--- src/rtl/rns_mult_sched.sv ---
// Sequencing controller for one shared, pipelined RNS modular multiplier.
// Walks every (limb, slot) pair of a basis, tags in-flight products and writes results back.
module rns_mult_sched #(
    parameter int N_SLOTS   = 8,
    parameter int MAX_LIMBS = 4,
    parameter int MUL_LAT   = 3,
    parameter int COEF_W    = 32,
    parameter int SLOT_W    = $clog2(N_SLOTS),
    parameter int LIMB_W    = $clog2(MAX_LIMBS + 1)
) (
    input  logic              clk,
    input  logic              rst_n,
    input  logic              start,
    input  logic [LIMB_W-1:0] basis_len,
    input  logic              hold,
    output logic              busy,
    output logic              done,
    output logic              err,
    output logic              rd_en,
    output logic [SLOT_W-1:0] rd_slot,
    output logic [LIMB_W-1:0] rd_limb,
    input  logic [COEF_W-1:0] rd_a_data,
    input  logic [COEF_W-1:0] rd_b_data,
    output logic              mul_valid,
    output logic [COEF_W-1:0] mul_a,
    output logic [COEF_W-1:0] mul_b,
    output logic [LIMB_W-1:0] mul_limb,
    input  logic              mul_res_valid,
    input  logic [COEF_W-1:0] mul_res,
    output logic              wr_en,
    output logic [SLOT_W-1:0] wr_slot,
    output logic [LIMB_W-1:0] wr_limb,
    output logic [COEF_W-1:0] wr_data
);

    // Handshake: rd_en is a one-way strobe (no ready); operands return exactly one
    // cycle later, and mul_res_valid must arrive exactly MUL_LAT cycles after mul_valid.
    localparam int DEPTH = 1 + MUL_LAT;

    typedef enum logic [1:0] {
        S_IDLE  = 2'd0,
        S_ISSUE = 2'd1,
        S_DRAIN = 2'd2,
        S_DONE  = 2'd3
    } state_t;

    state_t                        state_q, state_d;
    logic [SLOT_W-1:0]             slot_q, slot_d;
    logic [LIMB_W-1:0]             limb_q, limb_d;
    logic [LIMB_W-1:0]             len_q, len_d;
    logic                          err_q, err_d;
    logic                          mul_valid_q, mul_valid_d;
    logic [LIMB_W-1:0]             mul_limb_q, mul_limb_d;
    logic [DEPTH-1:0]              tag_v_q, tag_v_d;
    logic [DEPTH-1:0][SLOT_W-1:0]  tag_slot_q, tag_slot_d;
    logic [DEPTH-1:0][LIMB_W-1:0]  tag_limb_q, tag_limb_d;

    logic start_ok;
    logic bad_len;
    logic last_slot;
    logic last_limb;
    logic issue_fire;
    logic tail_empty;
    logic res_mismatch;
    logic head_fire;

    assign start_ok   = (state_q == S_IDLE) && start;
    assign bad_len    = (basis_len == '0) || (basis_len > LIMB_W'(MAX_LIMBS));
    assign last_slot  = (slot_q == SLOT_W'(N_SLOTS - 1));
    assign last_limb  = (limb_q == len_q - LIMB_W'(1));
    assign issue_fire = (state_q == S_ISSUE) && !hold;
    // Only the head may still be valid: it retires this cycle, so the pipe is empty next.
    assign tail_empty = (tag_v_q[DEPTH-2:0] == '0);
    // Results arriving while idle (e.g. after a mid-run reset) are stale and ignored.
    assign res_mismatch = (state_q != S_IDLE) && (mul_res_valid != tag_v_q[DEPTH-1]);
    assign head_fire    = mul_res_valid && tag_v_q[DEPTH-1];

    // State register
    always_ff @(posedge clk or negedge rst_n) begin
        if (!rst_n) begin
            state_q     <= S_IDLE;
            slot_q      <= '0;
            limb_q      <= '0;
            len_q       <= '0;
            err_q       <= 1'b0;
            mul_valid_q <= 1'b0;
            mul_limb_q  <= '0;
            tag_v_q     <= '0;
            tag_slot_q  <= '0;
            tag_limb_q  <= '0;
        end else begin
            state_q     <= state_d;
            slot_q      <= slot_d;
            limb_q      <= limb_d;
            len_q       <= len_d;
            err_q       <= err_d;
            mul_valid_q <= mul_valid_d;
            mul_limb_q  <= mul_limb_d;
            tag_v_q     <= tag_v_d;
            tag_slot_q  <= tag_slot_d;
            tag_limb_q  <= tag_limb_d;
        end
    end

    // Next-state logic
    always_comb begin
        state_d = state_q;
        case (state_q)
            S_IDLE:  if (start) state_d = bad_len ? S_DONE : S_ISSUE;
            S_ISSUE: if (issue_fire && last_slot && last_limb) state_d = S_DRAIN;
            S_DRAIN: if (tail_empty) state_d = S_DONE;
            S_DONE:  state_d = S_IDLE;
            default: state_d = S_IDLE;
        endcase
    end

    // Counters, error flag, operand stage and tag pipe
    always_comb begin
        slot_d      = slot_q;
        limb_d      = limb_q;
        len_d       = len_q;
        err_d       = err_q;
        mul_valid_d = rd_en;
        mul_limb_d  = limb_q;

        if (start_ok) begin
            slot_d = '0;
            limb_d = '0;
            len_d  = basis_len;
        end else if (issue_fire) begin
            if (last_slot) begin
                slot_d = '0;
                limb_d = last_limb ? '0 : limb_q + LIMB_W'(1);
            end else begin
                slot_d = slot_q + SLOT_W'(1);
            end
        end

        if (start_ok) begin
            err_d = bad_len;
        end else if (res_mismatch) begin
            err_d = 1'b1;
        end

        tag_v_d    = {tag_v_q[DEPTH-2:0], rd_en};
        tag_slot_d = {tag_slot_q[DEPTH-2:0], slot_q};
        tag_limb_d = {tag_limb_q[DEPTH-2:0], limb_q};
    end

    // Output logic
    always_comb begin
        busy      = (state_q == S_ISSUE) || (state_q == S_DRAIN);
        done      = (state_q == S_DONE);
        err       = err_q;
        rd_en     = issue_fire;
        rd_slot   = slot_q;
        rd_limb   = limb_q;
        mul_valid = mul_valid_q;
        mul_a     = rd_a_data;
        mul_b     = rd_b_data;
        mul_limb  = mul_limb_q;
        wr_en     = head_fire;
        wr_slot   = head_fire ? tag_slot_q[DEPTH-1] : '0;
        wr_limb   = head_fire ? tag_limb_q[DEPTH-1] : '0;
        wr_data   = head_fire ? mul_res : '0;
    end

endmodule

--- config.mk ---
export PLATFORM = sky130hd
export DESIGN_NAME = rns_mult_sched
export DESIGN_NICKNAME = d
export VERILOG_FILES = /design/src/rtl/rns_mult_sched.sv
export SDC_FILE = /design/constraint.sdc
export NUM_CORES = 1
export LEC_CHECK = 0
export CAP_MARGIN = 30
export CORE_MARGIN = 8
export CORE_UTILIZATION = 32
export DETAILED_ROUTE_END_ITERATION = 10
export PLACE_DENSITY = 0.86
export SYNTH_ARGS = -nofsm -noshare
export SYNTH_HDL_FRONTEND = slang
export SYNTH_SLANG_ARGS = --single-unit
--- constraint.sdc ---
create_clock -name clk -period 4.95 [get_ports clk]
set_input_delay 1.2375 -clock clk [delete_from_list [all_inputs] [get_ports clk]]
set_output_delay 1.2375 -clock clk [all_outputs]
set_load 0.005 [all_outputs]
==> out/summary.log <==
qor: yosys.post_synth_num_cell_types 27
qor: clocking.clockRootBuffer sky130_fd_sc_hd__clkbuf_8
qor: setup_path.critical_path.max_fanout 39
qor: yosys.yosysWarnings 0
qor: finish.multi_input_comb_area 656 sq um
qor: routing.drt_pre_antenna_iters 4
qor: routing.wl_per_cell 22.0 um
qor: placement.hpwl_after_detailed_placement 6130 um
qor: setup_path.ff2ff_path_depth 6
qor: finish.seqCellArea 1000 sq um
qor: setup_path.crit-reg2reg-launch state_q[1]$_DFFE_PN0P_
qor: timing.fin_crit_sh 82.8%
qor: floorplanning.fp.dieArea 9960 sq um
qor: clocking.cts_setup_buffers 0
qor: hold_path.timing.hold.worst.class reg2reg
qor: setup_path.cp_data_arrival_time 2.86 ns
qor: floorplanning.io_pins 221
qor: setup_path.cp_cell_sequence clkdlybuf4s50_1 -> ha_1 -> buf_4 -> and2_1 -> clkdlybuf4s50_1
qor: setup_path.register_to_register_path_setup_slack 2.97 ns
qor: setup_path.critical-path-max-stage-delay 0.53 ns
qor: finish.total_inserted_antenna_cells 0
qor: yosys.synth.area.top_cells sky130_fd_sc_hd__dfrtp_1 (45%), sky130_fd_sc_hd__buf_4 (24%), sky130_fd_sc_hd__and2_1 (11%)
qor: job.max_cap_viols 0
qor: power.cellPowerDensity 371 nW/um^2
qor: timing.achievable-frequency 244 MHz
qor: clocking.clock_latency 0.29 ns
qor: routing.vias_per_cell 4.45
qor: setup_path.cpMostUsedCell sky130_fd_sc_hd__clkdlybuf4s50_1
qor: routing.drt_wl_total 7400 um
qor: clocking.cts_tree yes
qor: finish.num-fill-cells 657
qor: timing.drv_slew 0
qor: clocking.tritoncts.num_buffers 5
qor: yosys.netlist.top_cell.by_area sky130_fd_sc_hd__dfrtp_1
qor: finish.final_layout_net_count 353
qor: routing.drt-initial-drc-count 45
qor: floorplanning.chip_height 99.8 um
qor: grt.global_route_usage_over_all_layers 14.3%
qor: run_status.outcome completed
qor: setup_path.r2r-end state_q[1]$_DFFE_PN0P_
qor: yosys.ys_seq_elements 40
qor: yosys.sequential_element_share_of_the_synthesized_area 44.6%
qor: floorplanning.starting_density_of_the_core 33.1%
qor: floorplanning.std_cell_rows 30
qor: placement.numPortBuffers 92
qor: routing.drc_errors 0
qor: power.power_total 0.00105 W
qor: yosys.netlist.area_leader.share 44.6%
qor: setup_path.timing.critical_path.from_type primary input
qor: grt.initial_antenna_violation_count 0
qor: timing.timing.clock.skew 0.00531 ns
qor: timing.final-hold-violation-count 0
qor: setup_path.critPathRequiredTime 3.71 ns
qor: clocking.clk_pin_slew_worst_paths 0.07 ns
qor: placement.gp_routability_congestion 0.796
qor: finish.final_design_utilization 41.5%
qor: timing.final_period_minus_worst_setup_slack 4.10 ns
qor: grt.grt_remaining_overflow 0
qor: yosys.combined_area_of_all_synthesized_cells 2250 sq um
qor: timing.final_setup_violating_endpoints 0
qor: setup_path.critical_path_capture_point_type primary output
qor: finish.flow.area_growth_from_synthesis 25.6%
qor: yosys.syn-instance-count 217
qor: clocking.cts_hold_repair.buffers 0
qor: setup_path.setup.worst_path.start mul_res_valid
qor: timing.slew_of_the_pin_with_the_lowest_slew_margin 0.861 ns
qor: finish.share_of_layout_cells_above_drive_strength_1 5.00%
qor: grt.grt_pass1_wl 10600 um
qor: clocking.clock_path_buffers 2
qor: routing.via_count 1494
qor: clocking.clock_sink_count 40
qor: setup_path.worstSetupEndpoint wr_data[11]
qor: finish.final_common_cell sky130_fd_sc_hd__clkdlybuf4s50_1
qor: power.max-vdd-ir-drop 0.000347 V
qor: power.total_leakage_power 1.28 nW
qor: floorplanning.chipWidth 99.8 um
qor: floorplanning.core 6790 sq um
qor: yosys.synthesis.area_per_instance 10.3 sq um
qor: timing.rsz_0062_raised_after_global_routing false
qor: setup_path.path_class in2out
qor: clocking.post_cts_resize_count 0
qor: yosys.synthesis.nets 331
qor: grt.grt_start_max_net_pins 41
qor: timing.tns 0 ns
qor: finish.layout.cells.most_common_list sky130_fd_sc_hd__clkdlybuf4s50_1 (91), sky130_fd_sc_hd__dfrtp_1 (40), sky130_fd_sc_hd__and2_1 (39), sky130_fd_sc_hd__ha_1 (10), sky130_fd_sc_hd__nor2_1 (9)
qor: clocking.htreeDepth 2
qor: grt.number_of_global_route_vias_before_repair 1648
qor: timing.slew-limit-headroom 42.6%
qor: routing.drtAntennaViolNets 0
qor: setup_path.critPathSlowestCell sky130_fd_sc_hd__clkdlybuf4s50_1
## area by class of cell
type / instances / share of cell area [%]
clock buffers: 6 / 2.93
clock inverters: 2 / 0.532
inverters: 6 / 0.799
multi-input cells: 93 / 23.2
flip-flops and latches: 40 / 35.5
well taps: 96 / 4.26
repair buffers: 93 / 32.7
## power breakdown
| group | switching [W] | internal, W | leakage [nW] |
|---|---|---|---|
| clock | 0.000115 | 0.000113 | 0.0434 |
| combinational | 0.000158 | 0.000214 | 0.701 |
| sequential | 0.0000446 | 0.000403 | 0.534 |
| total | 0.000318 | 0.000730 | 1.28 |
## layer usage
metal,track usage (%),routed length (um),vias to the layer above
li1,-,-,653
met1,14.8,2610,686
met2,24.1,3610,138
met3,8.37,1060,17
met4,3.96,121,0
met5,0,0,-
## state kept, by name, summed over array words and instances (netlist names)
| register | count |
|---|---|
| tag_limb_q | 3 |
| rd_limb | 3 |
| tag_limb_d | 9 |
| rd_slot | 3 |
| tag_slot_d | 9 |
| tag_v_q | 4 |
| tag_slot_q | 3 |
| err | 1 |
| state_q | 2 |
| len_q | 3 |
## cell families (layout without fill, tap and decap cells)
kind of cell / Yosys count / after routing / synth area share [%]
XOR/XNOR: 4 / 4 / 2.17
AND/OR/NAND/NOR: 63 / 63 / 15.8
buffers and inverters: 84 / 107 / 26.2
adder cells (fa/ha/maj): 10 / 10 / 5.57
AO/OA/AOI/OAI: 11 / 11 / 3.12
multiplexers: 5 / 5 / 2.51
flip-flops: 40 / 40 / 44.6
## worst max-delay path: cells and delay by family
family / cells / cell delay, ns
adders and majority gates: 1 / 0.14
buffers and inverters: 3 / 1.26
and+or+nand+nor: 1 / 0.22
## cells in the mapped netlist
cell type / n
sky130_fd_sc_hd__nand4_1: 1
sky130_fd_sc_hd__inv_1: 6
sky130_fd_sc_hd__mux2i_1: 3
sky130_fd_sc_hd__o211ai_1: 1
sky130_fd_sc_hd__nor2_1: 9
sky130_fd_sc_hd__a221o_1: 1
sky130_fd_sc_hd__and3b_1: 1
sky130_fd_sc_hd__dfrtp_1: 40
sky130_fd_sc_hd__mux2_2: 1
sky130_fd_sc_hd__o21ai_1: 2
sky130_fd_sc_hd__nand2_1: 6
sky130_fd_sc_hd__clkbuf_1: 5
sky130_fd_sc_hd__ha_1: 10
sky130_fd_sc_hd__xor2_1: 2
sky130_fd_sc_hd__and2_1: 39
sky130_fd_sc_hd__xnor2_1: 1
sky130_fd_sc_hd__o31a_1: 2
sky130_fd_sc_hd__nor3_1: 1
sky130_fd_sc_hd__xnor3_1: 1
sky130_fd_sc_hd__nand3b_1: 1
sky130_fd_sc_hd__nor4_1: 1
sky130_fd_sc_hd__buf_4: 73
sky130_fd_sc_hd__mux2_4: 1
sky130_fd_sc_hd__nand2b_1: 1
sky130_fd_sc_hd__nand3_1: 3
sky130_fd_sc_hd__o21ai_0: 1
sky130_fd_sc_hd__a21oi_1: 4
## through the flow
stage	setup WS, ns	hold WS, ns	instances	area [sq um]
after CTS	0.798	0.353	336	2820
after global routing	0.707	0.358	336	2820
after detailed placement	0.817	0.335	328	2720
final	0.849	0.351	336	2820
after global placement	0.804	0.332	328	2720
after floorplan	1.73	0.331	217	2250
## worst min-delay path by stage
stage	start	endpoint	slack [ns]	cells after the start
final	tag_slot_d[9]$_DFF_PN0_	tag_slot_q[9]$_DFF_PN0_	0.35	0
after global routing	tag_slot_d[3]$_DFF_PN0_	tag_slot_d[6]$_DFF_PN0_	0.36	0
after CTS	tag_slot_d[9]$_DFF_PN0_	tag_slot_q[9]$_DFF_PN0_	0.35	0
after detailed placement	tag_slot_d[8]$_DFF_PN0_	tag_slot_d[11]$_DFF_PN0_	0.33	0
after global placement	tag_slot_d[3]$_DFF_PN0_	tag_slot_d[6]$_DFF_PN0_	0.33	0
after floorplan	tag_limb_d[7]$_DFF_PN0_	tag_limb_d[10]$_DFF_PN0_	0.33	0
Note: power is estimated with default switching activity, not from simulation.
